**src/rtl/morse_key_timer.sv**
```systemverilog
// Straight-key timing front end: turns a debounced key level into dot/dash/done/space
// strobes for the letter trie, measuring press and release lengths in Morse units.
module morse_key_timer #(
  parameter int TICK_DIV         = 1_000_000,
  parameter int DOT_MAX_UNITS    = 2,
  parameter int LETTER_GAP_UNITS = 3,
  parameter int WORD_GAP_UNITS   = 7,
  parameter int MAX_SYMBOLS      = 4
) (
  input  logic       clk,
  input  logic       reset_n,
  input  logic       enable,
  input  logic       key,
  output logic       dot_pulse,
  output logic       dash_pulse,
  output logic       done_pulse,
  output logic       space_pulse,
  output logic       overflow,
  output logic       busy,
  output logic [2:0] sym_count
);

  localparam int PW = (TICK_DIV > 2) ? $clog2(TICK_DIV) : 1;
  localparam int UW = $clog2(WORD_GAP_UNITS + 1);
  localparam logic [PW-1:0] PRESC_TOP = PW'(TICK_DIV - 1);
  localparam logic [UW-1:0] UNIT_SAT  = UW'(WORD_GAP_UNITS);
  localparam logic [UW-1:0] DOT_LIM   = UW'(DOT_MAX_UNITS);
  localparam logic [UW-1:0] LETTER_PRE = UW'(LETTER_GAP_UNITS - 1);
  localparam logic [UW-1:0] WORD_PRE   = UW'(WORD_GAP_UNITS - 1);
  localparam logic [2:0]    MAX_SYM    = 3'(MAX_SYMBOLS);

  typedef enum logic [1:0] {IDLE, PRESS, GAP, WORD_WAIT} state_t;

  state_t        state, stateNext;
  logic          keyMeta, keyS, keyD;
  logic [2:0]    vldPipe;
  logic          rise, fall, tick;
  logic [PW-1:0] presc;
  logic [UW-1:0] unitCnt;
  logic          letterHit, wordHit, canIssue;
  logic          issueSym, isDash, doneNext, spaceNext;

  // vldPipe holds off edge detection until keyD carries a real sample, so a key
  // already held when reset releases is not mistaken for a fresh press.
  always_ff @(posedge clk or negedge reset_n) begin
    if (!reset_n) begin
      keyMeta <= 1'b0;
      keyS    <= 1'b0;
      keyD    <= 1'b0;
      vldPipe <= '0;
    end else begin
      keyMeta <= key;
      keyS    <= keyMeta;
      keyD    <= keyS;
      vldPipe <= {vldPipe[1:0], 1'b1};
    end
  end

  assign rise = vldPipe[2] & keyS & ~keyD;
  assign fall = vldPipe[2] & ~keyS & keyD;
  assign tick = (presc == PRESC_TOP);

  always_ff @(posedge clk or negedge reset_n) begin
    if (!reset_n) begin
      presc   <= '0;
      unitCnt <= '0;
    end else begin
      if (!enable || rise || fall || tick) presc <= '0;
      else                                 presc <= presc + 1'b1;
      if (!enable || rise || fall)               unitCnt <= '0;
      else if (tick && unitCnt != UNIT_SAT)      unitCnt <= unitCnt + 1'b1;
    end
  end

  // Gap strobes are decided on the tick that moves unitCnt onto the threshold,
  // so they appear the cycle the count lands there.
  assign letterHit = tick && (unitCnt == LETTER_PRE);
  assign wordHit   = tick && (unitCnt == WORD_PRE);
  assign canIssue  = (sym_count < MAX_SYM);

  always_comb begin
    stateNext = state;
    issueSym  = 1'b0;
    isDash    = 1'b0;
    doneNext  = 1'b0;
    spaceNext = 1'b0;
    case (state)
      IDLE: if (rise) stateNext = PRESS;
      PRESS:
        if (fall) begin
          issueSym  = 1'b1;
          isDash    = (unitCnt >= DOT_LIM);
          stateNext = GAP;
        end
      GAP:
        if (rise) stateNext = PRESS;
        else if (letterHit) begin
          doneNext  = 1'b1;
          stateNext = WORD_WAIT;
        end
      WORD_WAIT:
        if (rise) stateNext = PRESS;
        else if (wordHit) begin
          spaceNext = 1'b1;
          stateNext = IDLE;
        end
      default: stateNext = IDLE;
    endcase
    if (!enable) begin
      stateNext = IDLE;
      issueSym  = 1'b0;
      doneNext  = 1'b0;
      spaceNext = 1'b0;
    end
  end

  always_ff @(posedge clk or negedge reset_n) begin
    if (!reset_n) begin
      state       <= IDLE;
      dot_pulse   <= 1'b0;
      dash_pulse  <= 1'b0;
      done_pulse  <= 1'b0;
      space_pulse <= 1'b0;
      overflow    <= 1'b0;
      busy        <= 1'b0;
      sym_count   <= '0;
    end else begin
      state       <= stateNext;
      dot_pulse   <= issueSym & canIssue & ~isDash;
      dash_pulse  <= issueSym & canIssue & isDash;
      done_pulse  <= doneNext;
      space_pulse <= spaceNext;
      busy        <= (stateNext != IDLE);
      if (!enable || doneNext)      sym_count <= '0;
      else if (issueSym && canIssue) sym_count <= sym_count + 1'b1;
      // Overflow survives the letter's done so it can be read in WORD_WAIT.
      if (!enable)                                       overflow <= 1'b0;
      else if (issueSym && !canIssue)                    overflow <= 1'b1;
      else if (rise && (state == WORD_WAIT || state == IDLE)) overflow <= 1'b0;
    end
  end

endmodule

```
**config.mk**
```make
export PLATFORM = sky130hd
export DESIGN_NAME = morse_key_timer
export DESIGN_NICKNAME = d
export VERILOG_FILES = /design/src/rtl/morse_key_timer.sv
export SDC_FILE = /design/constraint.sdc
export NUM_CORES = 1
export LEC_CHECK = 0
export BUFFER_PORTS_ARGS = -buffer_cell sky130_fd_sc_hd__buf_2
export CORE_UTILIZATION = 53
export DETAILED_ROUTE_END_ITERATION = 8
export PLACE_DENSITY = 0.72
export SLEW_MARGIN = 20
export SYNTH_ARGS = -nofsm -noshare
export SYNTH_HDL_FRONTEND = slang
export SYNTH_SLANG_ARGS = --single-unit
```
**constraint.sdc**
```tcl
create_clock -name clk -period 3.1 [get_ports clk]
set_input_delay 0.31 -clock clk [delete_from_list [all_inputs] [get_ports clk]]
set_output_delay 0.31 -clock clk [all_outputs]
set_load 0.01 [all_outputs]
```
After elaboration in Yosys (flattened, before gate mapping)
Cells that the tools add are included.

Input port bits: 4. Bits in registers: 40. Word-level logic and storage cells: 83. Output and inout port bits: 9.

Bitwise gates (word level): 10. Multiplexer cells: 29. Reduce and logical (&&, ||, !) cells: 17. Equality and inequality tests: 8. $add $sub $neg: 3. Order comparisons: 2.

Operators by type and width (count): adder 20 x 1 -> 20 bit, second input constant (1); equality test 20 bit, second input constant (1); two-way mux 20 bit (1); two-way mux 1 bit (16); two-way mux 2 bit (7); two-way mux 3 bit (4); case mux 2 bit (4 select lines) (1); AND 1 bit (7); adder 3 x 1 -> 3 bit, second input constant (2); logical AND 1 bit (6); nonzero test 2 bit (3); logical OR 1 bit (5); equality test 2 bit, second input constant (2); equality test 3 x 2 -> 1 bit, second input constant (1); equality test 3 bit, second input constant (1); >= comparator 3 x 2 -> 1 bit, second input constant (1); less-than comparator 3 bit, second input constant (1); != test 3 x 1 -> 1 bit, second input constant (1); != test 3 bit, second input constant (1); NOT 1 bit (3); equality test 2 x 1 -> 1 bit, second input constant (1); zero test 1 bit (2); zero test 2 bit (1).

Depth between registers and ports, before layout
Gate-level depths: netlist of run 1.

Word-level depth: 9. Depth in mapped cells: 7. Depth with buffers taken out: 7.

Worst setup path before layout of run 1
No wires, ideal clock.

Path type: register -> register. From: register presc[0]. To: register busy. Setup time: 0.135 ns. Stages on the path, launching flop included: 7. Arrival time: 1.797 ns. Path buffers: 0. Path slack: 1.168 ns. Clock period less this slack: 1.932 ns. Data required time: 2.965 ns. Cell sequence: dfrtp_1 > ha_1 > nand3_2 > or4_4 > o31a_1 > o21ai_2 > o211ai_2.

Longest elaborated chain between the ends: 7. Elaborated cells between the ends (all ways): 10. Those cells by class: 1 x eq/ne; 6 x mux; 3 x reduce/logical.

RTL lines: from (decl) (line 38) `logic [PW-1:0] presc;`; from (signal assigned) (line 69) `else presc <= presc + 1'b1;`; equality test 20 bit (*) (line 61) `assign tick = (presc == PRESC_TOP);`; logical AND 1 bit, on equally long branches (line 78, 77); two-way mux 2 bit, on equally long branches (line 103, 97); two-way mux 2 bit, on equally long branches (line 102, 96); case mux 2 bit (4 select lines) (*) (line 87) `case (state)`; two-way mux 2 bit (*) (line 109) `if (!enable) begin`; nonzero test 2 bit (*) (line 133) `busy <= (stateNext != IDLE);`; to (signal assigned) (line 133); to (decl) (line 19) `output logic busy,`.

Every way passes the cells marked *; elsewhere a longest branch is shown, timed or not. A chain may end at the register's enable or synchronous reset.

Worst setup path in the final report of run 1
From: register presc[0]. To: register presc[13].

Longest elaborated chain between the ends: 3. Elaborated cells between the ends (all ways): 4. Those cells by class: 1 x add/sub; 1 x eq/ne; 1 x mux; 1 x reduce/logical.

RTL lines: branches (longest 2 deep; another with adder 20 x 1 -> 20 bit); two-way mux 20 bit (*) (line 68) `if (!enable || rise || fall || tick) presc <= '0;`.

Mark *: on every way between the ends.

==> results of run 1 <==
-- final timing paths --
kind	endpoint	startpoint	cells past startpoint
max	presc[13]	presc[0]	6
min	dash_pulse	reset_n	1
max reg2reg	presc[13]	presc[0]	6
min reg2reg	keyS	keyMeta	0
max in group asynchronous	keyD	reset_n	1
min in group clk	keyMeta	key	1
-- kinds of logic after synthesis --
logic type / count (synthesis) / synth area share (%)
other: 1 / 0.193
AND/OR/NAND/NOR: 92 / 24.5
AO/OA/AOI/OAI: 11 / 4.25
adder cells (fa/ha/maj): 9 / 5.80
flip-flops: 40 / 51.5
multiplexers: 3 / 1.55
XOR/XNOR: 21 / 9.47
buffers and inverters: 12 / 2.71
-- power by group through the flow --
stage          sequential, mW  clock (mW)  combinational (mW)
4_1_cts                 0.536       0.252              0.0421
3_3_place_gp            0.545           0              0.0402
6_report                0.536       0.243              0.0414
2_1_floorplan           0.545           0              0.0246
5_1_grt                 0.538       0.277              0.0474
3_5_place_dp            0.546           0              0.0421
-- routing by layer --
metal | routed length [um] | vias to the layer above
li1 | - | 662
met1 | 1610 | 654
met2 | 1600 | 29
met3 | 117 | 7
met4 | 67 | 0
met5 | 0 | -
-- area by class of cell --
type	count	area share (%)
Clock buffer	6	1.97
Multi-Input combinational cell	137	42.5
Inverter	10	1.80
Tap cell	46	2.75
Sequential cell	40	47.9
Timing Repair Buffer	12	2.87
Clock inverter	1	0.239
-- worst max-delay path, delay by kind of cell (launching register included) --
family | cells | cell delay (ns)
and+or+nand+nor | 5 | 1.47
adders and majority gates | 1 | 0.22
DFF | 1 | 0.41
-- sequential cells by signal (all words and copies together) (netlist names) --
register and count:
vldPipe 3, unitCnt 3, keyD 1, busy 1, presc 20, done_pulse 1, keyMeta 1, dot_pulse 1
overflow 1, dash_pulse 1, space_pulse 1, state 2, sym_count 3, keyS 1
-- placed cells by master (no fill, tap or decap), types with 2 or more instances in the layout --
cell,count
mux2i_1,3
inv_1,10
nor2b_1,3
xor2_1,9
nand2_1,16
nor3_1,2
or4_1,2
nand2b_1,3
and3b_1,2
a21oi_1,2
nor4_1,3
nor2_1,38
clkbuf_4,5
ha_1,9
xnor2_1,12
nand4_1,4
nand3_1,6
or2_2,3
dfrtp_1,40
buf_2,12
==> flow_results.org, run 1 <==
** Routing
- For this run, the detailed router's first-pass iteration total came to 4.
- First-iteration detailed-routing DRC count :: 58
- Average via count per standard cell :: 5.37
- Once detail routing completed, the nets flagged for antenna violations numbered 0.
- The detailed router placed 1352 vias in this run.
- Dividing the detail-routed wire length by the instance count gives 13.5 um.
- Post-route DRC violation count :: 0
- Total routed wirelength :: 3.40 mm

** Cells and area
- Diodes inserted :: 0
- Area taken by multi-input logic gates :: 888 um^2
- Cells with a size suffix above 1 make up 13.6% of the layout.
- With fillers left out, the area of the finished cells amounts to 0.00209 mm^2.
- For this run, the number of standard cells in the final layout without fillers is 252.
- Counting the fill cells in the layout gives 285.
- After the last flow step, the layout net total stands at 219.
- Finished Core Util :: 61.2%
- Combined flip-flop and latch cell area :: 0.00100 mm^2
- Relative to the synthesized area, the layout overhead comes to 7.67%.

** Timing
- Of the available clock period, the critical path in the final layout requires 71.3%.
- Final Hold Slack :: 0.0572 ns
- Worst-margin pin slew :: 0.881 ns
- Number of hold violations in the final report :: 0
- Final Critical Period :: 2.21 ns
- Max-slew headroom at the worst pin :: 40.7%
- Sum of negative setup slack :: 0 ns
- Setup violations remaining at the end of the flow were counted as 0.
- The worst path meets setup with 0.890 ns of slack.
- The number of max-slew violations in the final report was 0.
- Clock skew on the completed layout was measured at 0.0153 ns.
- Maximum clock frequency :: 452 MHz
- RSZ-0062 raised after global routing :: no

** Logic synthesis
- Synth area leaders :: dfrtp_1 (52%), nor2_1 (7.3%), ha_1 (5.8%), xnor2_1 (5.4%), xor2_1 (4.1%)
- For this run, the number of Yosys warnings is 0.
- Dominant register cell in the synthesized netlist :: dfrtp_1
- Synthesis produced a netlist whose cell count is 189.
- Distinct cell type count after synthesis :: 39
- Total nets after synthesis :: 202
- In the synthesized netlist, the cells that appear most often are dfrtp_1 (40), nor2_1 (38), nand2_1 (16), xnor2_1 (12), inv_1 (10).
- In this run the cell area of the synthesized design comes to 0.00194 mm^2.
- Library cell with the largest summed area after synthesis :: dfrtp_1
- Synth top area share :: 51.5%
- Number of flops mapped to enable cells by yosys :: 0
- Seq/Total Area, Yosys :: 51.5%
- FFs w/ async S/R, synth :: 100%
- Total of flip-flops plus latches after synthesis :: 40
- A synthesized cell averages 10.3 um^2.
- Cell with the most instances after synthesis :: dfrtp_1

** CTS
- After clock tree synthesis, the flow added hold-fix buffers numbering 0.
- The number of gates resized after CTS was 0.
- In this run the deepest clock path goes through 2 buffers.
- Clock tree from TritonCTS :: built
- H-tree level count :: 2
- Post-CTS setup buffer count :: 0
- In this run, CTS created clock tree buffers numbering 5.
- The clock net in this run drives a total of 40 sinks.
- Clock-pin slew was measured on the worst setup and hold paths at 0.11 ns.
- CTS placed an instance of clkbuf_4 at the clock tree root.
- The clock reaches the later pin of the worst-skew pair after 0.35 ns.

** Floorplanning
- Measured along the x axis, the die boundary spans 62.5 um.
- Std-Cell Rows :: 21
- The die is 62.5 um tall.
- Initial cell density of the core :: 56.8%
- The die covers 0.00391 mm^2.
- In this run the count of I/O pins placed on the die edge is 13.
- The region available for standard cell placement spans 0.00342 mm^2.

** Place
- At the end of routability-driven placement, the weighted congestion stood at 0.890.
- Including well taps, the total number of placed cells is 245.
- Worst setup slack after placement :: 0.913 ns
- Port buffering added 12 buffers.
- Placed cell area :: 0.00204 mm^2
- The wire-length estimate of the detail-placed layout is 2.48 mm.

** Hold path
- The tightest min-delay check is of the in2async type.

** Power and ir drop
- Power density over cell area :: 393 mW/mm^2
- Seq pwr share :: 65.3%
- For this design the total switching power over the nets is 196 uW.
- Power comes to 821 uW.
- Static leakage power :: 0.948 nW
- Cell-internal power :: 625 uW
- Logic gate share of total power :: 5.0%
- Clock share of power :: 29.7%
- Switching share of total power :: 23.9%
- Worst-case vdd ir drop :: 267 uV

** Worst setup path
- Along the worst path, the maximum fanout reaches 20.
- On the worst path, the slowest cell contributes a delay of 0.61 ns.
- Traced cell by cell, the critical path runs through ha_1 -> nand3_2 -> or4_4 -> nor2_1 -> or2_2 -> nor2_1.
- At the worst endpoint, the arrival time is 2.45 ns.
- Critical path's most frequent cell :: nor2_1
- Cell with the largest stage delay on the worst path :: or4_4
- The critical path in this run is classified as reg2reg.
- STA classifies the critical path startpoint as a flip-flop.
- Setup slack, reg-to-reg :: 0.89 ns
- STA classifies the critical path endpoint as a flip-flop.
- Worst path required time :: 3.34 ns

** GRT
- The initial antenna violation count came to 0.
- Largest net degree at the start of global routing :: 41
- Met1 Usage GRT :: 25.9%
- For met3 alone, demand over resource in global routing was 4.38%.
- For this run, the total global-route usage over all layers was measured as 19.8%.
- Global routing's busiest layer :: met2
- Met2 usage :: 31.4%
- Summed over all layers, the global routing overflow is 0.
- Global-route wire length before repair :: 5.95 mm
- The number of global-route vias before repair came to 1320.

** Flow run
- Max-cap violations in this run came to 0.

** Status
- Status :: complete, no violations
(Power assumes the default switching activity.)
==> run 2: changes to the inputs <==
==> constraint.sdc (replaced) <==
create_clock -name clk -period 2.1 [get_ports clk]
set_input_delay 0.21 -clock clk [delete_from_list [all_inputs] [get_ports clk]]
set_output_delay 0.21 -clock clk [all_outputs]
set_load 0.01 [all_outputs]
==> run 2 against run 1 <==
Fmax rose by 11%. Non-clock buffer count rose by 9. Register-to-register slack got worse by 0.78 ns. Sequential power rose by 47%. Cell area rose by 4.8%. Sequential share of layout area fell by 2.2 points. Via count rose by 2.2%. Die area did not move. Count of clock-buffer cells in the layout did not move. Sequential cell count did not move. Critical path type unchanged. Largest power group unchanged.
==> flow_results.org, run 2 (same netlist as run 1, synthesis figures left out) <==
** Floorplanning
- Initial cell density of the core :: 56.8%
- In this run the core area contains 21 standard-cell rows.
- Core box area :: 0.00342 mm^2
- In this run the horizontal extent of the chip is 62.5 um.
- Die area :: 0.00391 mm^2
- Pin placement for this block handled 13 I/O pins.
- Chip Height :: 62.5 um

** Worst setup path
- The startpoint identified for the worst register-to-register timing path is presc[1].
- Category of the critical setup timing path :: reg2reg
- Traced cell by cell, the critical path runs through ha_1 -> nand3_2 -> or4_4 -> o31a_1 -> o21ai_2 -> o211ai_2.
- For this design, the slowest cell found on the critical path is or4_4.
- In this design, the stage delay of the slowest critical-path cell is 0.59 ns.
- R2r endpoint :: busy
- Along the worst path, the maximum fanout reaches 4.
- STA puts the critical path data arrival time at 2.20 ns.
- The worst register-to-register path has a setup slack of 0.11 ns.
- The worst setup path is launched from a flip-flop.
- Kind of capture point of the worst setup path :: flip-flop
- Measured in cells, the most critical reg-to-reg path has a length of 6.
- Worst path required time :: 2.31 ns

** GRT
- The number of global-route vias before repair came to 1460.
- Entering global routing, the biggest net connects 41 pins.
- Number of antenna violations at the first check in global routing :: 0
- Global-route wire length before repair :: 6.46 mm
- Global routing finished with a remaining overflow of 0.
- Overall Global Routing Usage :: 21.0%

** Power and ir drop
- Worst-case vdd ir drop :: 380 uV
- Cell-internal power :: 972 uW
- Clock share of power :: 31.4%
- The share of total power dissipated in combinational logic is 6.2%.
- Switching share of total power :: 23.2%
- For this design the ratio of total power to cell area is 578 mW/mm^2.
- In this run the static leakage power is 1.01 nW.
- Seq pwr share :: 62.4%
- Switching component of the power :: 293 uW

** Timing
- The number of endpoints with negative hold slack in the final report is 0.
- Of the available clock period, the critical path in the final layout requires 94.7%.
- Setup repair after global routing left no endpoint under its margin.
- Across the routed clock network, the largest skew measured is 0.0141 ns.
- On the final layout, the worst hold slack is 0.184 ns.
- Sum of negative setup slack :: 0 ns
- In this run the tightest slew margin relative to its limit is 42.0%.
- Final Critical Period :: 1.99 ns
- Maximum clock frequency :: 503 MHz
- Count of final setup violators :: 0
- The number of max-slew violations in the final report came to 0.
- For the pin with the worst max-slew slack, the measured transition is 0.869 ns.

** CTS
- In this run the deepest clock path goes through 2 buffers.
- CTS Root Cell :: clkbuf_4
- Clock slew at reported path FFs :: 0.11 ns
- The clock reaches the later pin of the worst-skew pair after 0.34 ns.
- Counting every sink on the clock net gives 40.
- The H-tree was split into 2 levels.
- The number of clock buffers added by TritonCTS is 5.
- Clock tree from TritonCTS :: built

** Routing
- Vias after detailed routing :: 1382
- Router iterations before antenna repair :: 4
- In the routed design, unresolved DRC markers number 0.
- After detailed routing, the number of vias per cell comes to 5.27.
- In the final routed layout, each cell accounts on average for 13.1 um.
- The first routing iteration left 70 violations.
- Detail Route Antenna Nets :: 0
- The final layout contains routed wiring with a total length of 3.43 mm.

** Cells and area
- Max reg flops :: 20
- Ranked by flip-flop count, first place goes to presc.
- Synth-to-Final Area Change :: 12.8%
- Leading cell type in the layout, fill and taps excluded :: dfrtp_1
- Proportion of layout cells with a drive suffix above 1 :: 17.1%
- The filler cells instantiated in the layout total 316.
- Diodes inserted :: 0
- In the final design database the tool counted 228 nets.
- Most frequent cells in the layout :: dfrtp_1 (40), nor2_1 (38), nand2_1 (16), xnor2_1 (12), buf_2 (12)

** Flow run
- Max-Cap Viols :: 0

** Hold path
- The worst hold path begins at enable.
- Worst hold-check path type :: in2reg
- The path with the worst hold slack has its endpoint at space_pulse.
- Counting instances, the worst hold path has a depth of 3.

** Place
- Summed over all nets, the half-perimeter wirelength after detailed placement is 2.50 mm.
- Port buffering added 12 buffers.
- At the end of routability-driven placement, the weighted congestion stood at 0.980.

** Status
- Status :: complete, no violations
run 2: cell types whose count changed in the layout (fill, tap and decap cells not counted):
cell / before / now
buf_12: 0 / 1
buf_4: 0 / 6
clkbuf_1: 1 / 0
clkbuf_8: 0 / 1
clkinv_2: 1 / 2
dlygate4sd3_1: 0 / 2
run 2: per-layer routing:
layer  share of wire (%)  track usage (%)
met3                 3.9             5.29
met4                 1.1             9.59
met2                  48             33.4
met1                  47             26.8
met5                   0                0
run 2: worst max-delay path by stage:
stage | endpoint | slack (ns) | startpoint
after floorplan | busy | 0.17 | presc[0]
after global placement | busy | 0.18 | presc[0]
after detailed placement | busy | 0.13 | presc[0]
after CTS | busy | 0.09 | presc[0]
after global routing | busy | 0.007 | presc[1]
final | busy | 0.11 | presc[1]
run 2: critical path, delay by kind of cell, from the launching register on:
| kind | cells | cell delay (ns) |
|---|---|---|
| AND/OR/NAND/NOR | 2 | 0.69 |
| AO/OA/AOI/OAI | 3 | 0.56 |
| flip-flops | 1 | 0.39 |
| adder cells (fa/ha/maj) | 1 | 0.22 |
run 2: stage by stage:
| step | instance area, um^2 | total power [mW] | cells | util (%) | worst slack, ns |
|---|---|---|---|---|---|
| after global routing | 2190 | 1.33 | 262 | 64.1 | 0.00702 |
| after CTS | 2170 | 1.28 | 259 | 63.5 | 0.0939 |
| after detailed placement | 2090 | 0.875 | 249 | 61.1 | 0.133 |
| after floorplan | 1940 | 0.841 | 189 | - | 0.168 |
| after global placement | 2090 | 0.871 | 249 | 61.1 | 0.178 |
| final | 2190 | 1.27 | 262 | 64.1 | 0.111 |
run 2: layout make-up:
type,instances,area (um^2),share of cell area (%)
clock buffers,6,51.3,2.34
clock inverters,2,10.0,0.457
inverters,10,37.5,1.71
multi-input cells,137,888,40.5
flip-flops and latches,40,1000,45.7
well taps,46,57.6,2.63
repair buffers,21,145,6.62
run 2: what timing repair did:
action                                  4_1_cts  5_1_grt
resized for setup                             0        0
hold buffers                                  2        0
endpoints found under the setup margin        0        4
hold endpoints to repair                     32        0
setup buffers                                 0        3
run 2: power groups by stage:
stage,logic [mW],registers (mW),clock network (mW)
2_1_floorplan,0.0363,0.805,0
3_3_place_gp,0.0662,0.805,0
3_5_place_dp,0.0688,0.806,0
4_1_cts,0.0718,0.791,0.417
5_1_grt,0.0897,0.793,0.448
6_report,0.0785,0.790,0.397
